===== src/rtl/mul_seq.sv =====
// Iterative RV32M multiplier (MUL/MULH/MULHSU/MULHU) built around one shared
// external ripple adder used for sign fix-up, shift-and-add and negation.
module mul_seq #(
  parameter int N = 32
) (
  input  logic         clk,
  input  logic         reset,
  input  logic         start,
  input  logic [1:0]   funct,
  input  logic [N-1:0] rs1,
  input  logic [N-1:0] rs2,
  output logic         busy,
  output logic         done,
  output logic [N-1:0] result,
  output logic         add_cin,
  output logic [N-1:0] add_x,
  output logic [N-1:0] add_y,
  input  logic [N-1:0] add_s,
  input  logic         add_cout
);

  localparam int CW = (N > 1) ? $clog2(N) : 1;

  typedef enum logic [2:0] {
    S_IDLE,
    S_PREP_A,
    S_PREP_B,
    S_MULT,
    S_FIX_LO,
    S_FIX_HI,
    S_DONE
  } state_t;

  state_t          state, state_nxt;
  logic [N-1:0]    a, hi, lo;
  logic [CW-1:0]   cnt;
  logic            neg_a, neg_b, cy;
  logic [1:0]      fsel;
  logic            neg_p;

  assign neg_p = neg_a ^ neg_b;
  assign busy  = (state != S_IDLE);
  assign done  = (state == S_DONE);

  always_ff @(posedge clk) begin
    if (reset) state <= S_IDLE;
    else       state <= state_nxt;
  end

  // Next state and adder operand steering; the adder idles at zero outside
  // the states that actually use it.
  always_comb begin
    state_nxt = state;
    add_x     = '0;
    add_y     = '0;
    add_cin   = 1'b0;
    case (state)
      S_IDLE: begin
        if (start) state_nxt = S_PREP_A;
      end
      S_PREP_A: begin
        add_x     = a ^ {N{neg_a}};
        add_cin   = neg_a;
        state_nxt = S_PREP_B;
      end
      S_PREP_B: begin
        add_x     = lo ^ {N{neg_b}};
        add_cin   = neg_b;
        state_nxt = S_MULT;
      end
      S_MULT: begin
        add_x = hi;
        add_y = lo[0] ? a : '0;
        if (cnt == CW'(N - 1)) state_nxt = S_FIX_LO;
      end
      S_FIX_LO: begin
        add_x     = lo ^ {N{neg_p}};
        add_cin   = neg_p;
        state_nxt = S_FIX_HI;
      end
      S_FIX_HI: begin
        add_x     = hi ^ {N{neg_p}};
        add_cin   = neg_p & cy;
        state_nxt = S_DONE;
      end
      S_DONE: begin
        state_nxt = S_IDLE;
      end
      default: state_nxt = S_IDLE;
    endcase
  end

  always_ff @(posedge clk) begin
    if (reset) begin
      a      <= '0;
      hi     <= '0;
      lo     <= '0;
      cnt    <= '0;
      neg_a  <= 1'b0;
      neg_b  <= 1'b0;
      fsel   <= '0;
      cy     <= 1'b0;
      result <= '0;
    end else begin
      case (state)
        S_IDLE: begin
          if (start) begin
            a     <= rs1;
            lo    <= rs2;
            hi    <= '0;
            fsel  <= funct;
            neg_a <= rs1[N-1] & ((funct == 2'b01) | (funct == 2'b10));
            neg_b <= rs2[N-1] & (funct == 2'b01);
          end
        end
        S_PREP_A: a <= add_s;
        S_PREP_B: begin
          lo  <= add_s;
          cnt <= '0;
        end
        // {cout,sum,lo} shifted right by one into {hi,lo}
        S_MULT: begin
          hi  <= {add_cout, add_s[N-1:1]};
          lo  <= {add_s[0], lo[N-1:1]};
          cnt <= cnt + 1'b1;
        end
        S_FIX_LO: begin
          lo <= add_s;
          cy <= add_cout;
        end
        // result is taken from the freshly negated high word so it is
        // already visible in the done cycle
        S_FIX_HI: begin
          hi     <= add_s;
          result <= (fsel == 2'b00) ? lo : add_s;
        end
        default: ;
      endcase
    end
  end

endmodule

===== config.mk =====
export PLATFORM = sky130hd
export DESIGN_NAME = mul_seq
export DESIGN_NICKNAME = d
export VERILOG_FILES = /design/src/rtl/mul_seq.sv
export SDC_FILE = /design/constraint.sdc
export NUM_CORES = 1
export LEC_CHECK = 0
export CELL_PAD_IN_SITES_DETAIL_PLACEMENT = 1
export CELL_PAD_IN_SITES_GLOBAL_PLACEMENT = 1
export CORE_ASPECT_RATIO = 0.9
export CORE_MARGIN = 2
export CORE_UTILIZATION = 38
export DETAILED_ROUTE_END_ITERATION = 16
export GPL_ROUTABILITY_DRIVEN = 0
export PLACE_DENSITY = 0.89
export SYNTH_ARGS = -nofsm -noshare
export SYNTH_HDL_FRONTEND = slang
export SYNTH_SLANG_ARGS = --single-unit

===== constraint.sdc =====
create_clock -name clk -period 2.2 [get_ports clk]
set_input_delay 0.33 -clock clk [delete_from_list [all_inputs] [get_ports clk]]
set_output_delay 0.33 -clock clk [all_outputs]
set_load 0.02 [all_outputs]

==> run_results.csv, run 1 <==
group,metric,value,unit
sta,setup_viol_count_final,29,
pwr,power.density_cell_area,684.9,nW/µm²
sta,report.final.slew_viol_count,0,
global_route,global_route_usage_sum,0.3322,
setup_path,worst-endpoint-arrival,2.08,ns
global_route,grt_remaining_overflow,0,
sta,max_clock_freq,415.7,MHz
clock_tree,hold_buffers,0,
clock_tree,cts_root_buf,"clkbuf_16",
setup_path,ff2ff_path_depth,7,
synth,syn_avg_cell_area,7.939,µm²
sta,worst_slew_pin_slew,0.7582,ns
clock_tree,clock_latency,0.45,ns
clock_tree,worst_setup_hold_path_clk_slew,0.06,ns
clock_tree,cts_num_sinks,141,
setup_path,startpoint_of_the_worst_register_to_register_path,"state[0]",
setup_path,cp_data_required_time,1.87,ns
hold_path,hold_path_class,"in2reg",
pwr,power_leakage,5.237,nW
sta,timing.clock.skew,0.01170,ns
sta,rsz0062_at_grt,"yes",
pwr,vdd_drop_max,0.3466,mV
die,die_area,25970,µm²
synth,ys_top_cells_by_area,"dfxtp_1 30%, nand2_1 7.8%, xor2_1 6.1%",
synth,synth.cell_area,9384,µm²
detailed_routing,route.vias.total,11220,
sta,final_hold_viol_count,0,
synth,yosysUniqueCellTypes,49,
clock_tree,tritoncts,"built",
synth,asyncSetResetFlopFracSynth,0,
setup_path,worstPathMaxFanout,8,
layout,antenna_cells_inserted,0,
synth,synthDominantCellAreaShare,0.3008,
setup_path,rrSetupSlack,-0.07,ns
sta,tightest_hold_margin,0.3757,ns
detailed_routing,routed_wire_length_per_instance,28.10,µm
layout,finish.net_count,1474,
die,floorplan.die.width,169.6,µm
global_route,grt_max_degree,48,
job,cap_viol_max_count,0,
detailed_routing,route.detailed.vias_per_inst,6.642,
layout,synth_to_layout_area_growth,39.80,%
hold_path,worstHoldPathCells,3,
die,die_h,153.1,µm
setup_path,path_buf_inv,4,
hold_path,worstHoldStart,"start",
die,floorplan.core_area,24260,µm²
layout,final_layout_size_suffix_gt1_frac,0.1941,
clock_tree,cts_max_path_buffers,2,
detailed_routing,length_of_the_first_detailed_routing_pass_in_iterations,6,
synth,post_synth_inst_count,1182,
die,std_cell_rows,54,
synth,synth_seq_cells,141,
hold_path,whs_endpoint,"state[0]",
setup_path,crit_family,"buffers and inverters",
setup_path,path_cells,"buf_12, buf_12, buf_6, mux2i_1, xnor2_1, o211ai_1, buf_4",
sta,worst_setup_slack_after_layout,-0.2054,ns
global_route,vias_in_the_first_global_route,11350,
clock_tree,numCtsBuffers,17,
outcome,violations_in_the_final_reports,"setup timing",
detailed_routing,drcViolationCount,0,
synth,ys.flop_type,"dfxtp_1",
synth,synth_edf_count,0,
setup_path,critical_path.startpoint_type,"flop",
clock_tree,htreeDepth,4,
layout,layout.core_utilization,0.5409,
setup_path,worst_path_max_delay_cell,"dfxtp_4",
sta,timing.max_slew.rel_slack,0.4938,
die,io_pins,201,
placement,placement.io_buffers,200,
synth,yosys_warnings,0,
setup_path,crit_path_largest_cell_delay,0.39,ns
setup_path,cp-end-kind,"output port",
global_route,initial_antenna_violation_count,1,
synth,post-synth-top-area-cell,"dfxtp_1",
detailed_routing,drt_iter0_markers,1569,
synth,sequential_share_of_the_synthesized_area,0.3008,
setup_path,r2r-end,"a[30]",
die,initial_utilization,0.3869,
synth,syn-num-nets,1287,
layout,fillCellCount,2759,
sta,fin_crit_sh,1.093,
outcome,status,"complete, but fails checks",
setup_path,worstSetupPathType,"reg2out",
placement,placement.setup.worst_slack,-0.06215,ns
detailed_routing,route.final.wire_length,47460,µm
detailed_routing,ant_nets,0,
setup_path,cp_common_cell,"buf_12",
placement,dpl.hpwl,27420,µm
global_route,grt_first_pass_wirelength,67030,µm
sta,layout_min_cycle_time,2.405,ns
## registers in the layout, summed over array words and instances (netlist names)
signal  cells
result     32
neg_a       1
a          32
neg_b       1
cy          1
hi         32
cnt         5
lo         32
state       3
fsel        2
## cell usage after synthesis (3+ instances only)
master	instances
buf_6	4
a21oi_1	73
xnor2_1	33
nand2b_1	39
dfxtp_1	141
o221a_2	27
a221o_1	32
o211ai_1	64
nand3_1	4
o221a_1	5
nor2b_1	3
clkbuf_1	76
and2_1	33
o21ai_0	34
nand4b_1	3
nor2_1	38
inv_1	33
a311oi_1	64
mux2i_1	34
and3_1	3
o2bb2ai_1	32
nor3_1	33
nand2_1	196
buf_2	37
ha_1	3
xor2_1	65
buf_1	9
buf_4	8
o21a_1	32
## cells in the final DEF, fill, tap and decap left out, drive strengths merged, types with 4 or more instances in the layout
| master | count |
|---|---|
| and2 | 33 |
| clkdlybuf4s15 | 23 |
| o211ai | 64 |
| nand2b | 39 |
| xnor2 | 34 |
| o221a | 32 |
| a21oi | 73 |
| dfxtp | 141 |
| nor2 | 38 |
| o2bb2ai | 32 |
| o21ai | 34 |
| o21a | 32 |
| inv | 34 |
| clkdlybuf4s50 | 131 |
| xor2 | 65 |
| nand3 | 4 |
| nand2 | 196 |
| a311oi | 64 |
| buf | 133 |
| mux2i | 34 |
| a221o | 32 |
| nor3 | 33 |
| clkbuf | 34 |
## per-stage QoR
step / power [mW] / instances / area, µm² / setup TNS, ns
after detailed placement: 5.382 / 1628 / 11970 / -0.6732
after floorplan: 4.384 / 1182 / 9384 / 0
final: 8.985 / 1689 / 13120 / -2.870
after CTS: 8.614 / 1678 / 12790 / -0.5637
after global routing: 9.187 / 1689 / 13120 / -4.536
after global placement: 5.278 / 1628 / 11970 / 0
## worst register-to-register path: cells and delay by family (launching register included)
family,cells,cell delay [ns]
buffers and inverters,4,0.94
AO/OA/AOI/OAI,2,0.69
flip-flops,1,0.39
AND/OR/NAND/NOR,1,0.15
## worst max-delay path by stage
stage / start / endpoint / slack, ns / cells after the start
floorplan: state[2] / add_cin / 0.32 / 5
global placement: state[0] / add_x[29] / 0.01 / 5
detailed placement: state[0] / add_y[28] / -0.06 / 5
CTS: state[0] / add_x[21] / -0.17 / 6
global route: state[0] / add_x[16] / -0.21 / 7
finish: state[0] / add_x[31] / -0.21 / 7
## layer usage
layer / vias to the layer above / part of all wire / global-route usage
met5: - / 0 / 0
met4: 0 / 0.056 / 0.1856
met3: 245 / 0.095 / 0.07043
met2: 866 / 0.46 / 0.5293
li1: 4633 / - / -
met1: 5474 / 0.39 / 0.4177
## layout make-up
class	count	area (µm²)	share of cell area
well taps	308	385.4	0.02938
flip-flops and latches	141	2841	0.2166
repair buffers	302	3050	0.2325
inverters	33	123.9	0.009442
clock buffers	22	494.2	0.03767
multi-input cells	874	6091	0.4643
clock inverters	9	132.6	0.01011
## power breakdown
group	leakage, nW	switching, mW	internal, mW	total, mW
clock network	0.301	1.28	1.93	3.21
logic	3.77	1.52	1.16	2.68
registers	1.16	0.329	2.77	3.10
total	5.24	3.13	5.86	8.99
## kinds of logic (layout without fill, tap and decap cells)
| kind of cell | Yosys count | in the layout | share of synthesized area |
|---|---|---|---|
| AOI/OAI and AO/OA | 372 | 372 | 0.3055 |
| xor gates and xnor gates | 99 | 99 | 0.09320 |
| adders and majority gates | 3 | 3 | 0.004000 |
| buffers and inverters | 167 | 366 | 0.07813 |
| DFF | 141 | 141 | 0.3008 |
| muxes | 34 | 34 | 0.03627 |
| and+or+nand+nor | 366 | 366 | 0.1821 |
## timing repair
action / in CTS / in global routing
setup buffers: 15 / 10
cloned: 4 / 3
setup endpoints to repair: 66 / 68
resized for setup: 231 / 90
endpoints found under the hold margin: 0 / 0
pin swaps: 7 / 15
Note: power is estimated with default switching activity, not from simulation.
==> inputs of run 2 (changes only) <==
- CORE_ASPECT_RATIO: 0.9 -> 0.7
- CTS_CLUSTER_DIAMETER: default -> 200
- SLEW_MARGIN: default -> 40
==> run 2 against run 1 <==
Net effect: the flow still finishes with violations (setup timing); core utilization decreased by 0.18 points; combinational power up 3%; wire length grew 4.7%; clock skew up 0.0016 ns; global-route usage decreased by 0.057 points; sequential cell count is the same; first-iteration DRC count grew 1.2%; largest power group unchanged; register-to-register slack better by 0.05 ns; worst hold slack lost 0.025 ns; critical endpoint is now add_x[1]; via count grew 1.3%; highest routed layer is now met5; worst setup slack got worse by 0.010 ns.
==> run_results.csv, run 2 (same netlist as run 1, synthesis figures left out) <==
group,metric,value,unit
hold_path,worstHoldPathCells,2,
setup_path,rrSetupSlack,-0.02,ns
detailed_routing,routed_wire_length_per_instance,28.77,µm
layout,final_layout_size_suffix_gt1_frac,0.2140,
placement,placement.io_buffers,200,
die,initial_utilization,0.3839,
clock_tree,worst_setup_hold_path_clk_slew,0.07,ns
sta,worst_setup_slack_after_layout,-0.2156,ns
die,std_cell_rows,48,
clock_tree,tritoncts,"built",
global_route,grt_remaining_overflow,0,
clock_tree,numCtsBuffers,17,
sta,layout_min_cycle_time,2.416,ns
layout,finish.net_count,1494,
hold_path,hold_path_class,"in2reg",
sta,max_clock_freq,414.0,MHz
layout,antenna_cells_inserted,0,
detailed_routing,drcViolationCount,0,
pwr,internal_power,5.868,mW
pwr,power.share.combinational,0.303,
layout,mostFrequentLayoutCells,"185 x nand2_1, 135 x dfxtp_1, 131 x clkdlybuf4s50_1",
setup_path,startpoint_of_the_worst_register_to_register_path,"state[0]",
setup_path,critical_path.startpoint_type,"flop",
clock_tree,cts_root_buf,"clkbuf_16",
die,io_pins,201,
pwr,clock_power_share,0.356,
setup_path,r2r-end,"a[28]",
detailed_routing,drt_iter0_markers,1588,
sta,report.final.slew_viol_count,0,
layout,finalNonFillerCells,1727,
die,floorplan.core_area,24440,µm²
die,die_area,25990,µm²
sta,final_hold_viol_count,0,
global_route,grt_max_degree,67,
detailed_routing,route.vias.total,11360,
setup_path,worstSetupPathType,"reg2out",
die,floorplan.die.width,191.8,µm
sta,tightest_hold_margin,0.3510,ns
global_route,global_route_usage_sum,0.3317,
hold_path,worstHoldStart,"reset",
setup_path,ff2ff_path_depth,5,
placement,placement.setup.worst_slack,-0.1002,ns
clock_tree,htreeDepth,4,
detailed_routing,route.final.wire_length,49680,µm
pwr,vdd_drop_max,0.6216,mV
pwr,power_leakage,5.262,nW
setup_path,worst_setup_path_startpoint,"state[0]",
placement,numPlacedInstances,1661,
hold_path,whs_endpoint,"cnt[0]",
clock_tree,cts_num_sinks,141,
detailed_routing,length_of_the_first_detailed_routing_pass_in_iterations,8,
sta,fin_setup_tns,-2.769,ns
sta,timing.clock.skew,0.01326,ns
pwr,p_switching,3.218,mW
setup_path,cp_data_required_time,1.87,ns
layout,synth_to_layout_area_growth,40.41,%
clock_tree,clock_latency,0.45,ns
detailed_routing,ant_nets,0,
outcome,status,"complete, but fails checks",
setup_path,cp-end-kind,"output port",
die,die_h,135.5,µm
global_route,vias_in_the_first_global_route,11060,
sta,worst_slew_pin_slew,0.7391,ns
pwr,p_seq_frac,0.341,
global_route,grt_first_pass_wirelength,65960,µm
placement,dpl.hpwl,28360,µm
sta,setup_viol_count_final,46,
setup_path,worstPathMaxFanout,13,
sta,timing.max_slew.rel_slack,0.5060,
outcome,violations_in_the_final_reports,"setup timing",
sta,rsz0062_at_grt,"yes",
job,cap_viol_max_count,0,
sta,fin_crit_sh,1.098,
detailed_routing,route.detailed.vias_per_inst,6.580,
setup_path,worst-endpoint-arrival,2.09,ns
pwr,swShare,0.3541,
layout,layout.cells.most_common,"nand2_1",
clock_tree,cts_max_path_buffers,2,
pwr,power.density_cell_area,689.5,nW/µm²
global_route,initial_antenna_violation_count,2,
-- run 2: worst max-delay path, stage by stage, from the launching register on --
cell	delay [ns]
dfxtp_4	0.42
buf_12	0.19
buf_6	0.13
mux2i_2	0.21
xnor2_1	0.11
o211ai_1	0.34
buf_4	0.22
-- run 2: worst max path at each step --
| stage | end |
|---|---|
| 2_1_floorplan | add_cin |
| 3_3_place_gp | add_y[31] |
| 3_5_place_dp | add_y[31] |
| 4_1_cts | add_x[30] |
| 5_1_grt | add_x[1] |
| 6_report | add_x[1] |
-- run 2: layout make-up --
| type | count | area, µm² |
|---|---|---|
| Inverter | 33 | 123.9 |
| Sequential cell | 141 | 2843 |
| Multi-Input combinational cell | 874 | 6068 |
| Fill cell | 2883 | 11270 |
| Clock inverter | 13 | 190.2 |
| Clock buffer | 19 | 432.9 |
| Timing Repair Buffer | 322 | 3112 |
| Tap cell | 325 | 406.6 |
-- run 2: power by group through the flow --
stage          combinational (mW)  sequential [mW]  clock [mW]
2_1_floorplan                1.40             2.99           0
3_3_place_gp                 2.25             3.07           0
3_5_place_dp                 2.35             3.09           0
4_1_cts                      2.42             3.05        3.19
5_1_grt                      2.86             3.11        3.31
6_report                     2.75             3.10        3.24
-- run 2: per-stage QoR --
stage          power [mW]  area (µm²)    util
2_1_floorplan       4.384        9384       -
3_3_place_gp        5.326       12110  0.4953
3_5_place_dp        5.437       12110  0.4953
4_1_cts             8.659       12710  0.5201
5_1_grt             9.282       13180  0.5391
6_report            9.085       13180  0.5391
-- run 2: layer usage --
layer	track usage	share of wire	vias up
met5	0	0.00042	-
met1	0.4436	0.39	5523
met3	0.06579	0.11	243
met2	0.5229	0.44	928
met4	0.1368	0.052	4
li1	-	-	4665
-- run 2: what timing repair did --
action                     in CTS  in global routing
hold buffers                    0                  0
gates resized for setup       318                 69
pin swaps                       2                 12
buffers inserted               10                 20
setup endpoints to repair      67                 49
gates cloned                    2                  5
